`src/rtl/cdb_arbiter_pkg.sv`:
```
// Shared types for the functional-unit write-back path: per-FU result record,
// the slimmer CDB broadcast record, and the default producer count.
package cdb_arbiter_pkg;

  localparam int NUM_FU_CDB = 4;
  localparam int ROB_ID_W   = 6;
  localparam int ARCH_REG_W = 5;
  localparam int PHY_REG_W  = 7;
  localparam int XLEN       = 32;

  typedef struct packed {
    logic [ROB_ID_W-1:0]   rob_id;
    logic [ARCH_REG_W-1:0] rd_arch;
    logic [PHY_REG_W-1:0]  rd_phy;
    logic [XLEN-1:0]       rd_value;
    logic [XLEN-1:0]       rs1_value_dbg;
    logic [XLEN-1:0]       rs2_value_dbg;
  } fu_cdb_reg_t;

  typedef struct packed {
    logic [ROB_ID_W-1:0]   rob_id;
    logic [ARCH_REG_W-1:0] rd_arch;
    logic [PHY_REG_W-1:0]  rd_phy;
    logic [XLEN-1:0]       rd_value;
  } cdb_t;

  // Debug operand values never leave the FU; only completion fields go on the bus.
  function automatic cdb_t to_cdb(input fu_cdb_reg_t r);
    cdb_t c;
    c.rob_id   = r.rob_id;
    c.rd_arch  = r.rd_arch;
    c.rd_phy   = r.rd_phy;
    c.rd_value = r.rd_value;
    return c;
  endfunction

endpackage

```
`src/rtl/cdb_arbiter_rr_arbiter.sv`:
```
// Combinational round-robin picker: first set req bit at or after ptr, wrapping
// at N-1 -> 0. Shared with the issue select logic.
module rr_arbiter #(
  parameter  int N     = 4,
  localparam int PTR_W = $clog2(N)
) (
  input  logic [N-1:0]     req,
  input  logic [PTR_W-1:0] ptr,
  output logic [N-1:0]     gnt,
  output logic [PTR_W-1:0] idx,
  output logic             any
);

  logic [PTR_W-1:0] k;

  function automatic logic [PTR_W-1:0] wrap_add(input logic [PTR_W-1:0] p, input int d);
    int s;
    s = (int'(p) + d) % N;
    return s[PTR_W-1:0];
  endfunction

  always_comb begin
    gnt = '0;
    idx = '0;
    any = 1'b0;
    k   = '0;
    for (int d = 0; d < N; d++) begin
      k = wrap_add(ptr, d);
      if (!any && req[k]) begin
        any    = 1'b1;
        idx    = k;
        gnt[k] = 1'b1;
      end
    end
  end

endmodule

```
`src/rtl/cdb_arbiter.sv`:
```
// Write-back arbiter: one FU result per cycle, round-robin, onto a registered
// common data bus with no backpressure.
module cdb_arbiter
  import cdb_arbiter_pkg::*;
#(
  parameter  int NUM_FU = NUM_FU_CDB,
  localparam int PTR_W  = $clog2(NUM_FU)
) (
  input  logic                     clk,
  input  logic                     rst_n,
  input  logic                     flush,
  input  logic [NUM_FU-1:0]        fu_valid,
  output logic [NUM_FU-1:0]        fu_ready,
  input  fu_cdb_reg_t [NUM_FU-1:0] fu_cdb,
  output logic                     cdb_valid,
  output cdb_t                     cdb_out,
  output logic                     cdb_rd_we
);

  logic [PTR_W-1:0]  rr_ptr;
  logic [NUM_FU-1:0] gnt_p0;
  logic [PTR_W-1:0]  win_p0;
  logic              any_p0;
  logic              xfer_p0;
  logic              vld_p1;
  cdb_t              cdb_p1;
  logic              unused_dbg;

  rr_arbiter #(.N(NUM_FU)) u_rr (
    .req (fu_valid),
    .ptr (rr_ptr),
    .gnt (gnt_p0),
    .idx (win_p0),
    .any (any_p0)
  );

  // Stage 0: combinational grant; held at zero in reset and during flush.
  assign fu_ready = (rst_n && !flush) ? gnt_p0 : '0;
  assign xfer_p0  = any_p0 && !flush;
  assign unused_dbg = ^fu_cdb;

  // Stage 1: registered broadcast; pointer wraps explicitly for non-power-of-two NUM_FU.
  always_ff @(posedge clk or negedge rst_n) begin
    if (!rst_n) begin
      vld_p1 <= 1'b0;
      cdb_p1 <= '0;
      rr_ptr <= '0;
    end else begin
      vld_p1 <= xfer_p0;
      if (xfer_p0) begin
        cdb_p1 <= to_cdb(fu_cdb[win_p0]);
        rr_ptr <= (win_p0 == PTR_W'(NUM_FU - 1)) ? '0 : win_p0 + 1'b1;
      end
    end
  end

  assign cdb_valid = vld_p1;
  assign cdb_out   = cdb_p1;
  assign cdb_rd_we = vld_p1 && (cdb_p1.rd_arch != '0);

endmodule
```
`config.mk`:
```
export PLATFORM = sky130hd
export DESIGN_NAME = cdb_arbiter
export DESIGN_NICKNAME = d
export VERILOG_FILES = /design/src/rtl/cdb_arbiter_pkg.sv /design/src/rtl/cdb_arbiter_rr_arbiter.sv /design/src/rtl/cdb_arbiter.sv
export SDC_FILE = /design/constraint.sdc
export NUM_CORES = 1
export LEC_CHECK = 0
export CORE_AREA = 2 2 202 204
export DETAILED_ROUTE_END_ITERATION = 16
export DIE_AREA = 0 0 204 206
export MAX_ROUTING_LAYER = met4
export SYNTH_ARGS = -nofsm -noshare
export SYNTH_HDL_FRONTEND = slang
export SYNTH_SLANG_ARGS = --single-unit
```
`constraint.sdc`:
```
create_clock -name clk -period 4.4 [get_ports clk]
set_clock_uncertainty 0.2 [all_clocks]
set_input_delay 0.88 -clock clk [delete_from_list [all_inputs] [get_ports clk]]
set_output_delay 0.88 -clock clk [all_outputs]
set_load 0.05 [all_outputs]
```
== Yosys cells after proc, flatten, opt, wreduce, memory -nomap -nowiden ==
Index checks and enable logic that the tools add are counted.

* Bits in registers: 53
* Input bits: 463

* Reductions and logical operators: 15
* Eq/ne operators: 1
* Add/subtract/negate cells: 4
* Multiplexer cells: 32
* $lt $le $gt $ge: 9
* Bitwise logic cells: 3

{| class="wikitable"
|+ Operators with widths
! kind !! number
|-
| binary-select mux 114 bit (select 2 bit) || 1
|-
| 2-to-1 mux 114 bit || 1
|-
| 2-to-1 mux 4 bit || 5
|-
| less-than comparator 2 x 3 -> 1 bit, second input constant || 5
|-
| 2-to-1 mux 1 bit || 12
|-
| bitwise OR 4 bit || 3
|-
| logical AND 1 bit || 10
|-
| 2-to-1 mux 2 bit || 5
|-
| binary-select mux 1 bit (select 2 bit) || 4
|-
| demux 1 bit (select 2 bit) || 4
|-
| greater-or-equal comparator 2 x 1 -> 1 bit, second input constant || 4
|-
| nonzero test 5 bit || 1
|-
| adder 2 x 1 -> 2 bit, second input constant || 2
|-
| adder 2 bit, second input constant || 2
|-
| zero test 1 bit || 4
|-
| equality test 2 bit, second input constant || 1
|}

== Logic depth before layout (Yosys ltp) ==
* Word-level depth: 14
* Gate-level depth with buffers: 15
* Gate-level depth less buffers: 9

== Hierarchy ==
From an unflattened synthesis, not the netlist that was laid out.

* Cell total of the unflattened synthesis: 228
* Area, all modules: 3,878.7 um^2

{| class="wikitable"
|+ By module, submodules not included
! module !! sequential area each (um^2) !! area each (um^2) !! instances !! cells an instance
|-
| cdb_arbiter || 1,326.3 || 3,459.6 || 1 || 183
|-
| rr_arbiter || 0.0 || 419.2 || 1 || 45
|}

== Worst setup path before layout ==
No wires, ideal clock.

* Path kind: register to output
* From: register rr_ptr[0]
* To: output fu_ready[0]
* Arrival: 3.495 ns
* Buffers on the path: 6
* Path slack: -0.175 ns
* Cell stages (with the launch flop): 14
* Cells stage by stage: dfrtp_1 buf_6 clkbuf_1 inv_2 clkbuf_1 ha_1 buf_2 mux4_2 nor2b_1 buf_2 buf_2 a221o_1 o21ai_0 a21oi_1

* Word-level cells in the longest chain between the ends: 13
* Elaborated cells between the ends (all ways): 48

{| class="wikitable"
|+ Ends and longest elaborated chain
! what !! RTL line !! RTL
|-
| start, declared || cdb_arbiter.sv:20 || <nowiki>logic [PTR_W-1:0] rr_ptr;</nowiki>
|-
| start signal, assigned || cdb_arbiter.sv:52 || <nowiki>rr_ptr <= (win_p0 == PTR_W'(NUM_FU - 1)) ? '0 : win_p0 + 1'b1;</nowiki>
|-
| branches (longest 11 deep; another with less-than comparator 2 x 3 -> 1 bit) || - ||
|-
| 2-to-1 mux 4 bit (*) || cdb_arbiter_rr_arbiter.sv:29 || <nowiki>if (!any && req[k]) begin</nowiki>
|-
| 2-to-1 mux 4 bit (*) || cdb_arbiter.sv:38 || <nowiki>assign fu_ready = (rst_n && !flush) ? gnt_p0 : '0;</nowiki>
|-
| end, declared || cdb_arbiter.sv:13 || <nowiki>output logic [NUM_FU-1:0] fu_ready,</nowiki>
|}

Every way passes the cells marked *. The select of a mux whose other input is x is not followed.

== Final worst setup path ==
* From: input fu_valid[3]
* To: output fu_ready[0]

* Word-level cells in the longest chain between the ends: 13
* Elaborated cells between the ends (all ways): 25

{| class="wikitable"
|+ Ends and longest elaborated chain
! what !! RTL line !! RTL
|-
| start, declared || cdb_arbiter.sv:12 || <nowiki>input logic [NUM_FU-1:0] fu_valid,</nowiki>
|-
| binary-select mux 1 bit (select 2 bit) || cdb_arbiter_rr_arbiter.sv:29 ||
|-
| 2-to-1 mux 1 bit (not written as such) || cdb_arbiter_rr_arbiter.sv:29 ||
|-
| 2-to-1 mux 1 bit || cdb_arbiter_rr_arbiter.sv:29 ||
|-
| zero test 1 bit || cdb_arbiter_rr_arbiter.sv:29 ||
|-
| logical AND 1 bit || cdb_arbiter_rr_arbiter.sv:29 ||
|-
| 2-to-1 mux 1 bit || cdb_arbiter_rr_arbiter.sv:29 ||
|-
| zero test 1 bit || cdb_arbiter_rr_arbiter.sv:29 ||
|-
| logical AND 1 bit || cdb_arbiter_rr_arbiter.sv:29 ||
|-
| 2-to-1 mux 1 bit || cdb_arbiter_rr_arbiter.sv:29 ||
|-
| zero test 1 bit || cdb_arbiter_rr_arbiter.sv:29 ||
|-
| logical AND 1 bit || cdb_arbiter_rr_arbiter.sv:29 ||
|-
| 2-to-1 mux 4 bit (*) || cdb_arbiter_rr_arbiter.sv:29 ||
|-
| 2-to-1 mux 4 bit (*) || cdb_arbiter.sv:38 ||
|}

Every way passes the cells marked *; elsewhere a longest branch is shown, timed or not. The select of a mux whose other input is x is not followed.

==> run metrics <==
minimum clock period 4.23 ns; Setup Viol. Count Final 0; area delta synth->final 61.5%; CTS max path bufs 2; core area 40200 um2; final wirelength 26300 um; worst path bufs/invs 2; mapped cell area 5530 um2; DP HPWL between 15000 and 20000 um; Fin. Hold Viols 0; main combinational cell family by area after synthesis compound AO/OA/AOI/OAI gates; status completed; layout cells sized above 1 6.25%; Max FO, Critical Path 10; per-cell routed wire length roughly 18 um; family with the most delay on the worst path buffers and inverters; Ys Warns 0; area occupied by registers 1330 um2; Seq/Total Area, Yosys 24.0%; CP Depth 7; Residual DRC 0; flops & latches, synth between 50 and 60; max incr delay on CP 0.64 ns; initial antenna violation count 8; hold-critical path endpoint cdb_out[27]$_DFFE_PN0P_; first-pass GRT wire length 38800 um; Power Dens Cells roughly 730 nW/um2; Clock Root Buffer clkbuf_16; multi-input logic area ~3900 um2; number of global-route vias before repair 6511; H-tree levels 2; worst reg2reg startpoint rr_ptr[0]$_DFFE_PN0P_; HP Start cdb_out[27]$_DFFE_PN0P_; GRT Overall Usage 12.5%; RSZ-0062 raised after global routing no; Worst Hold Depth 2; starting density of the core 13.8%; Yosys cell types 43; number of setup buffers added after CTS 0; maxcap violations 0; critical path class in -> out; Synthesized Nets approximately 1200; final worst-path cycle share 96.2%; P_leak 0.00323 uW; Worst-Margin Slew 1.20 ns; post_cts resized 0; Worst R2R Path Depth 9; Simple-Gate Fraction of Synth Area 13.4%; hold_ws 0.361 ns; I/O Pins 519; DR vias/cell 4.52; CTS tree built; top cells by area, synth dfrtp_1 24%, mux2i_1 19%, a21oi_1 9.5%; compound-gate portion of the synthesized area 33.1%; Crit path required time between 3 and 4 ns; die area 42000 um2; Startpoint Class input pin; crit path DAT 3.15 ns; Slew HR 20.3%; CTS buffer count 5; clock sink count 53; Final GP Congestion 0.791; chip height around 210 um; Hold WC Path Type reg -> reg; clock-pin slew on the worst setup and hold paths ~0.09 ns; Yosys top cell area share 24.0%; Post-synth EDFFs 0; Syn Inst Count between 600 and 700; initial DRC count roughly 350; grt total ovfl 0; worst reg-to-reg setup slack 0.67 ns; filler cell count 4432; mux cell area share after synthesis about a fifth; largest net degree at the start of global routing 103; Synth Area in Adders 1.58%; Routed Antenna Nets 0; hold buffer count at cts 0; Die W 204 um; Critical Path Sink Type primary output; syn avg cell area 7.93 um2; VDD IR max 419 uV; Slew Viols, Final 0; FMAX 236 MHz; PortBufs 262; Core Rows between 70 and 80; Synth area leader dfrtp_1; setup TNS 0 ns; r2r endpoint cdb_out[3]$_DFFE_PN0P_; Worst-Skew Late Latency around 0.33 ns; worst path cell trace clkdlybuf4s50_1 -> mux4_2 -> nor3_2 -> nor2b_1 -> nand2_1 -> a21oi_2 -> buf_12; Worst path slowest cell mux4_2; Async SR Flop Fraction 100%; First-pass DRT Iterations 5; total number of vias about 6600; Primary FF master, synth dfrtp_1; xor/xnor share of the synthesized area 0.158%; Final nets 1381
==> cell usage after synthesis (2+ instances only) <==
cell type,count
nand2_1,105
nor2_1,2
mux2i_1,103
a21o_1,2
clkbuf_1,40
nor2b_1,3
mux2_2,4
ha_1,7
buf_6,6
buf_4,5
a21oi_1,105
nand3_1,50
a221o_1,4
a2111oi_0,49
buf_2,23
o21ai_0,56
nand2b_1,2
dfrtp_1,53
inv_2,2
o2bb2ai_1,50
mux4_2,3
buf_1,3
==> registers in the layout, summed over array words and instances (netlist names) <==
register   flops
cdb_out       50
cdb_valid      1
rr_ptr         2
==> power by group <==
group	total [uW]	switching [uW]	leakage (uW)	internal [uW]
sequential	920	176	0.000589	743
combinational	5090	3210	0.00256	1880
clock	524	237	0.0000842	287
==> per-layer routing <==
metal,up-vias,track usage (%),wire length (um)
li1,3108,-,-
met1,3132,15.3,11300
met2,307,19.7,12100
met3,21,4.24,2610
met4,0,3.42,345
met5,-,-,0
==> area by class of cell <==
type / count / area share [%]
tap: 532 / 7.45
timing repair buffer: 283 / 32.0
clock inverter: 1 / 0.336
multi-input combinational: 565 / 43.4
clock buffer: 7 / 1.60
sequential: 53 / 14.9
inverter: 3 / 0.140
antenna: 8 / 0.224
==> per-stage QoR <==
step	worst slack, ns	instance area, um2	total power, uW	utilization (%)	cells
6_report	0.168	8930	6530	22.2	1452
2_1_floorplan	0.106	5550	4360	-	698
3_5_place_dp	0.220	8740	6050	21.8	1436
5_1_grt	0.0977	8930	7020	22.2	1452
3_3_place_gp	0.249	8740	5960	21.8	1436
4_1_cts	0.205	8910	6610	22.2	1444
==> worst max path at each step <==
| stage | startpoint | endpoint |
|---|---|---|
| final | fu_valid[3] | fu_ready[0] |
| after floorplan | rr_ptr[0]$_DFFE_PN0P_ | fu_ready[0] |
| after global placement | fu_valid[0] | fu_ready[0] |
| after CTS | fu_valid[3] | fu_ready[0] |
| after detailed placement | fu_valid[3] | fu_ready[0] |
| after global routing | fu_valid[3] | fu_ready[0] |
==> placed cells by master (no fill, tap or decap), drive strengths merged, types with 3 or more instances in the layout <==
| master | n |
|---|---|
| dfrtp | 53 |
| nand2 | 105 |
| o21ai | 57 |
| nand3 | 50 |
| clkdlybuf4s50 | 257 |
| mux4 | 3 |
| diode | 8 |
| mux2i | 103 |
| a21o | 3 |
| a2111oi | 49 |
| a21oi | 106 |
| mux2 | 4 |
| buf | 26 |
| o2bb2ai | 50 |
| a221o | 4 |
| clkbuf | 7 |
| ha | 7 |
| nor2b | 3 |
==> worst register-to-register path, stage by stage, from the launching register on <==
cell       delay, ns
dfrtp_4         0.53
inv_2           0.06
ha_1            0.49
mux2i_1         0.42
a21oi_1         0.21
a21oi_4         0.69
buf_12          0.33
mux2i_1         0.42
o2bb2ai_1       0.15
a21oi_1         0.06
==> cell families (layout without fill, tap and decap cells) <==
kind of cell | count (synthesis) | in the layout
AOI/OAI and AO/OA | 278 | 278
xor gates and xnor gates | 1 | 1
adders and majority gates | 7 | 7
buffers and inverters | 80 | 294
DFF | 53 | 53
muxes | 110 | 110
other | 0 | 8
and+or+nand+nor | 169 | 169
Note: power is estimated with default switching activity, not from simulation.
